===== config.mk =====
export PLATFORM = sky130hd
export DESIGN_NAME = fir_axis_serial_mac_flat
export DESIGN_NICKNAME = d
export VERILOG_FILES = /design/src/rtl/fir_axis_serial_mac_if.sv /design/src/rtl/fir_axis_serial_mac.sv /design/src/flat_wrapper.sv
export SDC_FILE = /design/constraint.sdc
export NUM_CORES = 2
export LEC_CHECK = 0
export ABC_AREA = 1
export CORE_MARGIN = 4
export CORE_UTILIZATION = 55
export DETAILED_ROUTE_END_ITERATION = 8
export PLACE_DENSITY = 0.8
export SLEW_MARGIN = 5
export SYNTH_ARGS = -nofsm -noshare
export SYNTH_HDL_FRONTEND = slang
export SYNTH_SLANG_ARGS = --single-unit

===== constraint.sdc =====
create_clock -name clk -period 22.9 [get_ports clk]
set_input_delay 2.29 -clock clk [delete_from_list [all_inputs] [get_ports clk]]
set_output_delay 2.29 -clock clk [all_outputs]
set_load 0.03 [all_outputs]

===== src/rtl/fir_axis_serial_mac_if.sv =====
// AXI-Stream link used on both sides of fir_axis_serial_mac.
// W is the tdata width; tkeep carries one bit per tdata byte.
interface fir_axis_serial_mac_if #(
  parameter int W = 32
) ();
  logic signed [W-1:0]   tdata;
  logic                  tvalid;
  logic                  tready;
  logic                  tlast;
  logic [W/8-1:0]        tkeep;

  modport master (output tdata, output tvalid, output tlast, output tkeep, input tready);
  modport slave  (input tdata, input tvalid, input tlast, input tkeep, output tready);
endinterface


===== src/rtl/fir_axis_serial_mac.sv =====
// Serial-MAC AXI-Stream FIR filter: one shared multiplier, one tap per clock.
// A sample is accepted in IDLE, TAPS MAC cycles follow, then the result is
// held in OUT until the consumer takes it (one sample per TAPS+2 clocks).
// Coefficients are writable at run time while IDLE.
// Optional build macro FIR_SATURATE_EN: saturate the accumulator to OUT_W
// instead of the default two's-complement wrap.
module fir_axis_serial_mac #(
  parameter int DATA_W = 16,
  parameter int COEF_W = 16,
  parameter int TAPS   = 8,
  parameter int OUT_W  = 32,
  localparam int AW    = $clog2(TAPS)
) (
  input  logic                     clk,
  input  logic                     reset,
  fir_axis_serial_mac_if.slave     s_axis_fir,
  fir_axis_serial_mac_if.master    m_axis_fir,
  input  logic                     coef_wr_en,
  input  logic [AW-1:0]            coef_addr,
  input  logic signed [COEF_W-1:0] coef_wdata,
  output logic                     coef_err,
  output logic                     busy
);

  localparam int PROD_W = DATA_W + COEF_W;
  localparam int ACC_W  = DATA_W + COEF_W + $clog2(TAPS);
  localparam int EXT_W  = (OUT_W > ACC_W) ? OUT_W : ACC_W;
  localparam logic [AW:0]   TAPS_L = (AW+1)'(TAPS);
  localparam logic [AW-1:0] K_LAST = AW'(TAPS - 1);

  typedef enum logic [1:0] {IDLE, MAC, OUT} state_t;

  state_t state_q, state_d;

  logic signed [DATA_W-1:0] x_p0 [TAPS];
  logic signed [COEF_W-1:0] coef_q [TAPS];
  logic                     tlast_p0;
  logic signed [ACC_W-1:0]  acc_p1;
  logic [AW-1:0]            k_p1;
  logic signed [OUT_W-1:0]  tdata_p2;
  logic                     tlast_p2;
  logic                     coef_err_q;

  logic                     accept;
  logic                     mac_last;
  logic                     coef_ok;
  logic signed [PROD_W-1:0] prod;
  logic signed [ACC_W-1:0]  acc_sum;

  // Reduce the full-precision accumulator to the output width.
  function automatic logic signed [OUT_W-1:0] reduce_acc(input logic signed [ACC_W-1:0] a);
    logic signed [EXT_W-1:0] e;
`ifdef FIR_SATURATE_EN
    logic signed [EXT_W-1:0] hi;
    logic signed [EXT_W-1:0] lo;
    e  = EXT_W'(a);
    hi = EXT_W'(signed'({1'b0, {(OUT_W-1){1'b1}}}));
    lo = EXT_W'(signed'({1'b1, {(OUT_W-1){1'b0}}}));
    if (e > hi)      return {1'b0, {(OUT_W-1){1'b1}}};
    else if (e < lo) return {1'b1, {(OUT_W-1){1'b0}}};
    else             return e[OUT_W-1:0];
`else
    e = EXT_W'(a);
    return e[OUT_W-1:0];
`endif
  endfunction

  assign accept   = (state_q == IDLE) && s_axis_fir.tvalid;
  assign mac_last = (k_p1 == K_LAST);
  assign coef_ok  = coef_wr_en && (state_q == IDLE) && ({1'b0, coef_addr} < TAPS_L);
  assign prod     = coef_q[k_p1] * x_p0[k_p1];
  assign acc_sum  = acc_p1 + $signed({{(ACC_W-PROD_W){prod[PROD_W-1]}}, prod});

  // Next-state decode for the IDLE -> MAC -> OUT cycle.
  always_comb begin
    state_d = state_q;
    case (state_q)
      IDLE:    if (s_axis_fir.tvalid) state_d = MAC;
      MAC:     if (mac_last)          state_d = OUT;
      OUT:     if (m_axis_fir.tready) state_d = IDLE;
      default: state_d = IDLE;
    endcase
  end

  // State register.
  always_ff @(posedge clk or posedge reset) begin
    if (reset) state_q <= IDLE;
    else       state_q <= state_d;
  end

  // p0: sample capture into the delay line; p1: tap-serial MAC; p2: output hold.
  always_ff @(posedge clk or posedge reset) begin
    if (reset) begin
      for (int i = 0; i < TAPS; i++) x_p0[i] <= '0;
      tlast_p0 <= 1'b0;
      acc_p1   <= '0;
      k_p1     <= '0;
      tdata_p2 <= '0;
      tlast_p2 <= 1'b0;
    end else if (accept) begin
      x_p0[0] <= s_axis_fir.tdata;
      for (int i = 1; i < TAPS; i++) x_p0[i] <= x_p0[i-1];
      tlast_p0 <= s_axis_fir.tlast;
      acc_p1   <= '0;
      k_p1     <= '0;
    end else if (state_q == MAC) begin
      acc_p1 <= acc_sum;
      k_p1   <= k_p1 + 1'b1;
      if (mac_last) begin
        tdata_p2 <= reduce_acc(acc_sum);
        tlast_p2 <= tlast_p0;
      end
    end
  end

  // Coefficient bank writes and the one-cycle rejection pulse.
  always_ff @(posedge clk or posedge reset) begin
    if (reset) begin
      for (int i = 0; i < TAPS; i++) coef_q[i] <= '0;
      coef_err_q <= 1'b0;
    end else begin
      if (coef_ok) coef_q[coef_addr] <= coef_wdata;
      coef_err_q <= coef_wr_en && !coef_ok;
    end
  end

  assign s_axis_fir.tready = (state_q == IDLE) && !reset;
  assign m_axis_fir.tvalid = (state_q == OUT);
  assign m_axis_fir.tdata  = tdata_p2;
  assign m_axis_fir.tlast  = tlast_p2;
  assign m_axis_fir.tkeep  = '1;
  assign coef_err          = coef_err_q;
  assign busy              = (state_q != IDLE);

endmodule


===== src/flat_wrapper.sv =====
// flat-port wrapper written by rule: the top's interface ports become plain ports
module fir_axis_serial_mac_flat 
#(
  parameter int DATA_W = 16,
  parameter int COEF_W = 16,
  parameter int TAPS   = 8,
  parameter int OUT_W  = 32,
  localparam int AW    = $clog2(TAPS)
)
  (clk, reset, coef_wr_en, coef_addr, coef_wdata, coef_err, busy, s_axis_fir_tdata, s_axis_fir_tvalid, s_axis_fir_tlast, s_axis_fir_tkeep, s_axis_fir_tready, m_axis_fir_tdata, m_axis_fir_tvalid, m_axis_fir_tlast, m_axis_fir_tkeep, m_axis_fir_tready);
  fir_axis_serial_mac_if #(.W(16)) s_axis_fir_i ();
  fir_axis_serial_mac_if #(.W(32)) m_axis_fir_i ();
  input  logic clk;
  input  logic reset;
  input  logic coef_wr_en;
  input  logic [AW-1:0] coef_addr;
  input  logic signed [COEF_W-1:0] coef_wdata;
  output logic coef_err;
  output logic busy;
  input wire logic [$bits(s_axis_fir_i.tdata)-1:0] s_axis_fir_tdata;
  input wire logic [$bits(s_axis_fir_i.tvalid)-1:0] s_axis_fir_tvalid;
  input wire logic [$bits(s_axis_fir_i.tlast)-1:0] s_axis_fir_tlast;
  input wire logic [$bits(s_axis_fir_i.tkeep)-1:0] s_axis_fir_tkeep;
  output wire logic [$bits(s_axis_fir_i.tready)-1:0] s_axis_fir_tready;
  output wire logic [$bits(m_axis_fir_i.tdata)-1:0] m_axis_fir_tdata;
  output wire logic [$bits(m_axis_fir_i.tvalid)-1:0] m_axis_fir_tvalid;
  output wire logic [$bits(m_axis_fir_i.tlast)-1:0] m_axis_fir_tlast;
  output wire logic [$bits(m_axis_fir_i.tkeep)-1:0] m_axis_fir_tkeep;
  input wire logic [$bits(m_axis_fir_i.tready)-1:0] m_axis_fir_tready;
  assign s_axis_fir_i.tdata = s_axis_fir_tdata;
  assign s_axis_fir_i.tvalid = s_axis_fir_tvalid;
  assign s_axis_fir_i.tlast = s_axis_fir_tlast;
  assign s_axis_fir_i.tkeep = s_axis_fir_tkeep;
  assign s_axis_fir_tready = s_axis_fir_i.tready;
  assign m_axis_fir_tdata = m_axis_fir_i.tdata;
  assign m_axis_fir_tvalid = m_axis_fir_i.tvalid;
  assign m_axis_fir_tlast = m_axis_fir_i.tlast;
  assign m_axis_fir_tkeep = m_axis_fir_i.tkeep;
  assign m_axis_fir_i.tready = m_axis_fir_tready;
  fir_axis_serial_mac #(.DATA_W(DATA_W), .COEF_W(COEF_W), .TAPS(TAPS), .OUT_W(OUT_W)) u_core (.clk(clk), .reset(reset), .s_axis_fir(s_axis_fir_i), .m_axis_fir(m_axis_fir_i), .coef_wr_en(coef_wr_en), .coef_addr(coef_addr), .coef_wdata(coef_wdata), .coef_err(coef_err), .busy(busy));
endmodule

==> impl_metrics.json <==
{
  "routed_wl_um": 61400,
  "synth.avg_cell_area_um2": 8.31,
  "overflow": 0,
  "areaGrowthSynthToFinish_pct": 8.40,
  "detail_route.wl_per_cell_um": 16.3,
  "postCtsHoldBufs": 0,
  "drt_pass1_iterations": 6,
  "tns_ps": 0,
  "cts_sinks": 328,
  "cp.depth": 29,
  "critPathCapture": "u_core.m_axis_fir.tdata[31]$_DFFE_PP0P_",
  "rsz0062_at_grt": "false",
  "io_buffers": 77,
  "globalplace.congestion": 0.935,
  "drive_gt1_frac": 0.0605,
  "syn_area_um2": 26000,
  "ys_warn_count": 0,
  "ios": 84,
  "cp_slowest_cell": "dfrtp_4",
  "h-tree-depth": 2,
  "grt_start_max_net_pins": 131,
  "core_um2": 46700,
  "drv_slew": 0,
  "synth_cells": 3124,
  "fin_area_um2": 28100,
  "nNetsFinal": 3565,
  "ys_seq_area_frac": 0.316,
  "path_common_cell": "nand2_1",
  "arrival_ps": 8840,
  "crit_fanout": 99,
  "diodes": 0,
  "hold_viol": 0,
  "fp.dieW_um": 225,
  "drtIter0Drc": 1672,
  "die_h_um": 225,
  "r2r-start": "u_core.k_p1[0]$_DFFE_PP0P_",
  "tightest_slew_ps": 1050,
  "critPathLaunchType": "register",
  "viasPerCell": 5.43,
  "slowest_delay_ps": 660,
  "worst_setup_path_end_kind": "register",
  "root_buffer": "clkbuf_16",
  "crit_family": "adder cells",
  "cts_tree": "built",
  "vias": 20400,
  "outcome": "complete, no violations",
  "setup_violations": 0,
  "grt_antenna_before_repair": 1,
  "synthDistinctLibCells": 44,
  "ys.flop_type": "dfrtp_1",
  "cts_max_path_buffers": 3,
  "drc_errors": 0,
  "synth_edf_count": 0,
  "worstSkewPairLatency_ps": 570,
  "startpoint": "u_core.k_p1[0]$_DFFE_PP0P_",
  "cts_resized": 0,
  "grt_usage": 0.250,
  "grt_pass1_vias": 20700,
  "maxCapViolations": 0,
  "ff2ff_setup_slack_ps": 14500,
  "fmax_ghz": 0.119,
  "dieArea_um2": 50800,
  "skew_ps": 26.1,
  "r2r_cells": 29,
  "slew_headroom": 0.301,
  "dp_hpwl_um": 44300,
  "postRouteAntennaNets": 0,
  "numCtsBuffers": 36,
  "worst_hold_path_type": "reg -> reg",
  "crit_required_ps": 23350,
  "fin_util": 0.603,
  "rr_endpoint": "u_core.m_axis_fir.tdata[31]$_DFFE_PP0P_",
  "cts_setup_buffers": 0,
  "rows": 79,
  "path_clk_slew_ps": 60,
  "finalCriticalPeriod_ps": 8400,
  "start_util": 0.557,
  "async_reset_ff_frac": 1.00,
  "grt_pass1_wl_um": 102000,
  "final.period_utilization": 0.367,
  "critical_path_class": "reg -> reg",
  "placed_area_um2": 26900,
  "ys_seq_elements": 328,
  "worst-path-buf-inv": 7
}
[flip-flops by register name, indices dropped and copies added, names as in the netlist]
name / flops
u_core.k_p1: 3
u_core.m_axis_fir.tlast: 1
u_core.m_axis_fir.tdata: 32
u_core.state_q: 2
u_core.acc_p1: 32
u_core.coef_err: 1
u_core.tlast_p0: 1
u_core.x_p0: 128
u_core.coef_q: 128
[through the flow]
stage               worst slack (ps)  std cells  hold slack, ps
finish                         14500       3765             478
global route                   13880       3765             494
CTS                            14550       3765             482
detailed placement             14570       3699             465
global placement               14600       3699             459
floorplan                      11530       3127             448
[layer usage]
layer	global-route usage	up-vias	wire length, µm
met2	0.413	707	29300
met1	0.327	9959	24800
li1	-	9610	-
met4	0.0970	0	2540
met5	0	-	0
met3	0.0520	167	4690
[layout make-up]
class | instances | area [µm²]
clock buffers | 57 | 1090
clock inverters | 9 | 143
fillers | 4016 | 18500
inverters | 585 | 2220
multi-input cells | 2078 | 14800
flip-flops and latches | 328 | 8210
well taps | 607 | 759
repair buffers | 101 | 951
[worst reg2reg max path: cells and delay by family, from the launching register on]
| kind | cells | cell delay (ps) |
|---|---|---|
| adder cells (fa/ha/maj) | 7 | 3510 |
| flip-flops | 1 | 660 |
| buffers and inverters | 7 | 1790 |
| AND/OR/NAND/NOR | 15 | 2330 |
[how the worst min path moves through the flow]
| stage | startpoint | to | cells past startpoint |
|---|---|---|---|
| final | u_core.coef_q[27]$_DFFE_PP0P_ | u_core.coef_q[27]$_DFFE_PP0P_ | 2 |
| after global routing | u_core.m_axis_fir.tdata[22]$_DFFE_PP0P_ | u_core.m_axis_fir.tdata[22]$_DFFE_PP0P_ | 2 |
| after CTS | u_core.coef_q[57]$_DFFE_PP0P_ | u_core.coef_q[57]$_DFFE_PP0P_ | 2 |
| after detailed placement | u_core.x_p0[13]$_DFFE_PP0P_ | u_core.x_p0[13]$_DFFE_PP0P_ | 2 |
| after global placement | u_core.coef_q[59]$_DFFE_PP0P_ | u_core.coef_q[59]$_DFFE_PP0P_ | 2 |
| after floorplan | u_core.coef_q[16]$_DFFE_PP0P_ | u_core.coef_q[16]$_DFFE_PP0P_ | 2 |
[cell families after synthesis]
logic type,count (synthesis),share of synthesized area
flops,328,0.316
buf+inv,721,0.116
fa+ha+maj,392,0.273
other cells,1,0.000144
xor+xnor,10,0.00337
simple gates,1081,0.167
compound gates,591,0.124
[synth_stat cells (12+ instances only)]
master      n  area (µm²)
nand2_1   695        2610
inv_1     552        2070
o21ai_0   382        1910
dfrtp_1   328        8210
fa_1      292        5850
nor2_1    240         901
a21oi_1   104         521
ha_1      100        1250
nand3_1    75         375
clkbuf_1   49         184
o21ai_1    48         240
buf_2      40         200
nor2_2     30         188
buf_4      26         195
inv_2      26        97.6
buf_6      20         225
o21ai_2    19         166
nand4_1    18         113
o22ai_1    15        93.8
o21ai_4    12         195
[cell usage in the layout, fill, tap and decap left out, types with 2 or more instances in the layout]
cell type        netlist  layout
o21ai_1               48      48
ha_1                 100     100
a21oi_2                2       2
nand4_1               18      18
a21oi_1              104     104
nor2_4                 1       2
inv_6                  1       3
clkinv_2               0       2
fa_1                 292     292
o21ai_0              382     382
o21bai_1               2       2
nand2_2                2       3
clkbuf_1              49      10
inv_1                552     551
inv_2                 26      27
nand3_1               75      75
nand3b_1               3       3
conb_1                 1       4
nor3_1                 7       7
dfrtp_1              328     326
clkinv_16              0       2
nor2_2                30      30
o22ai_1               15      15
buf_4                 26      24
xor2_1                 7       7
nor2_1               240     239
inv_4                  4       4
nand2_1              695     693
clkbuf_16              0      36
clkbuf_8               0      11
o21ai_4               12      12
xnor2_1                3       3
or2_2                  5       5
o21ai_2               19      19
a21o_1                 2       2
clkdlybuf4s50_1        0      77
Power is left out: the tool's default activity adds up to more than one toggle a clock period on the data nets, which glitch-free logic cannot reach.
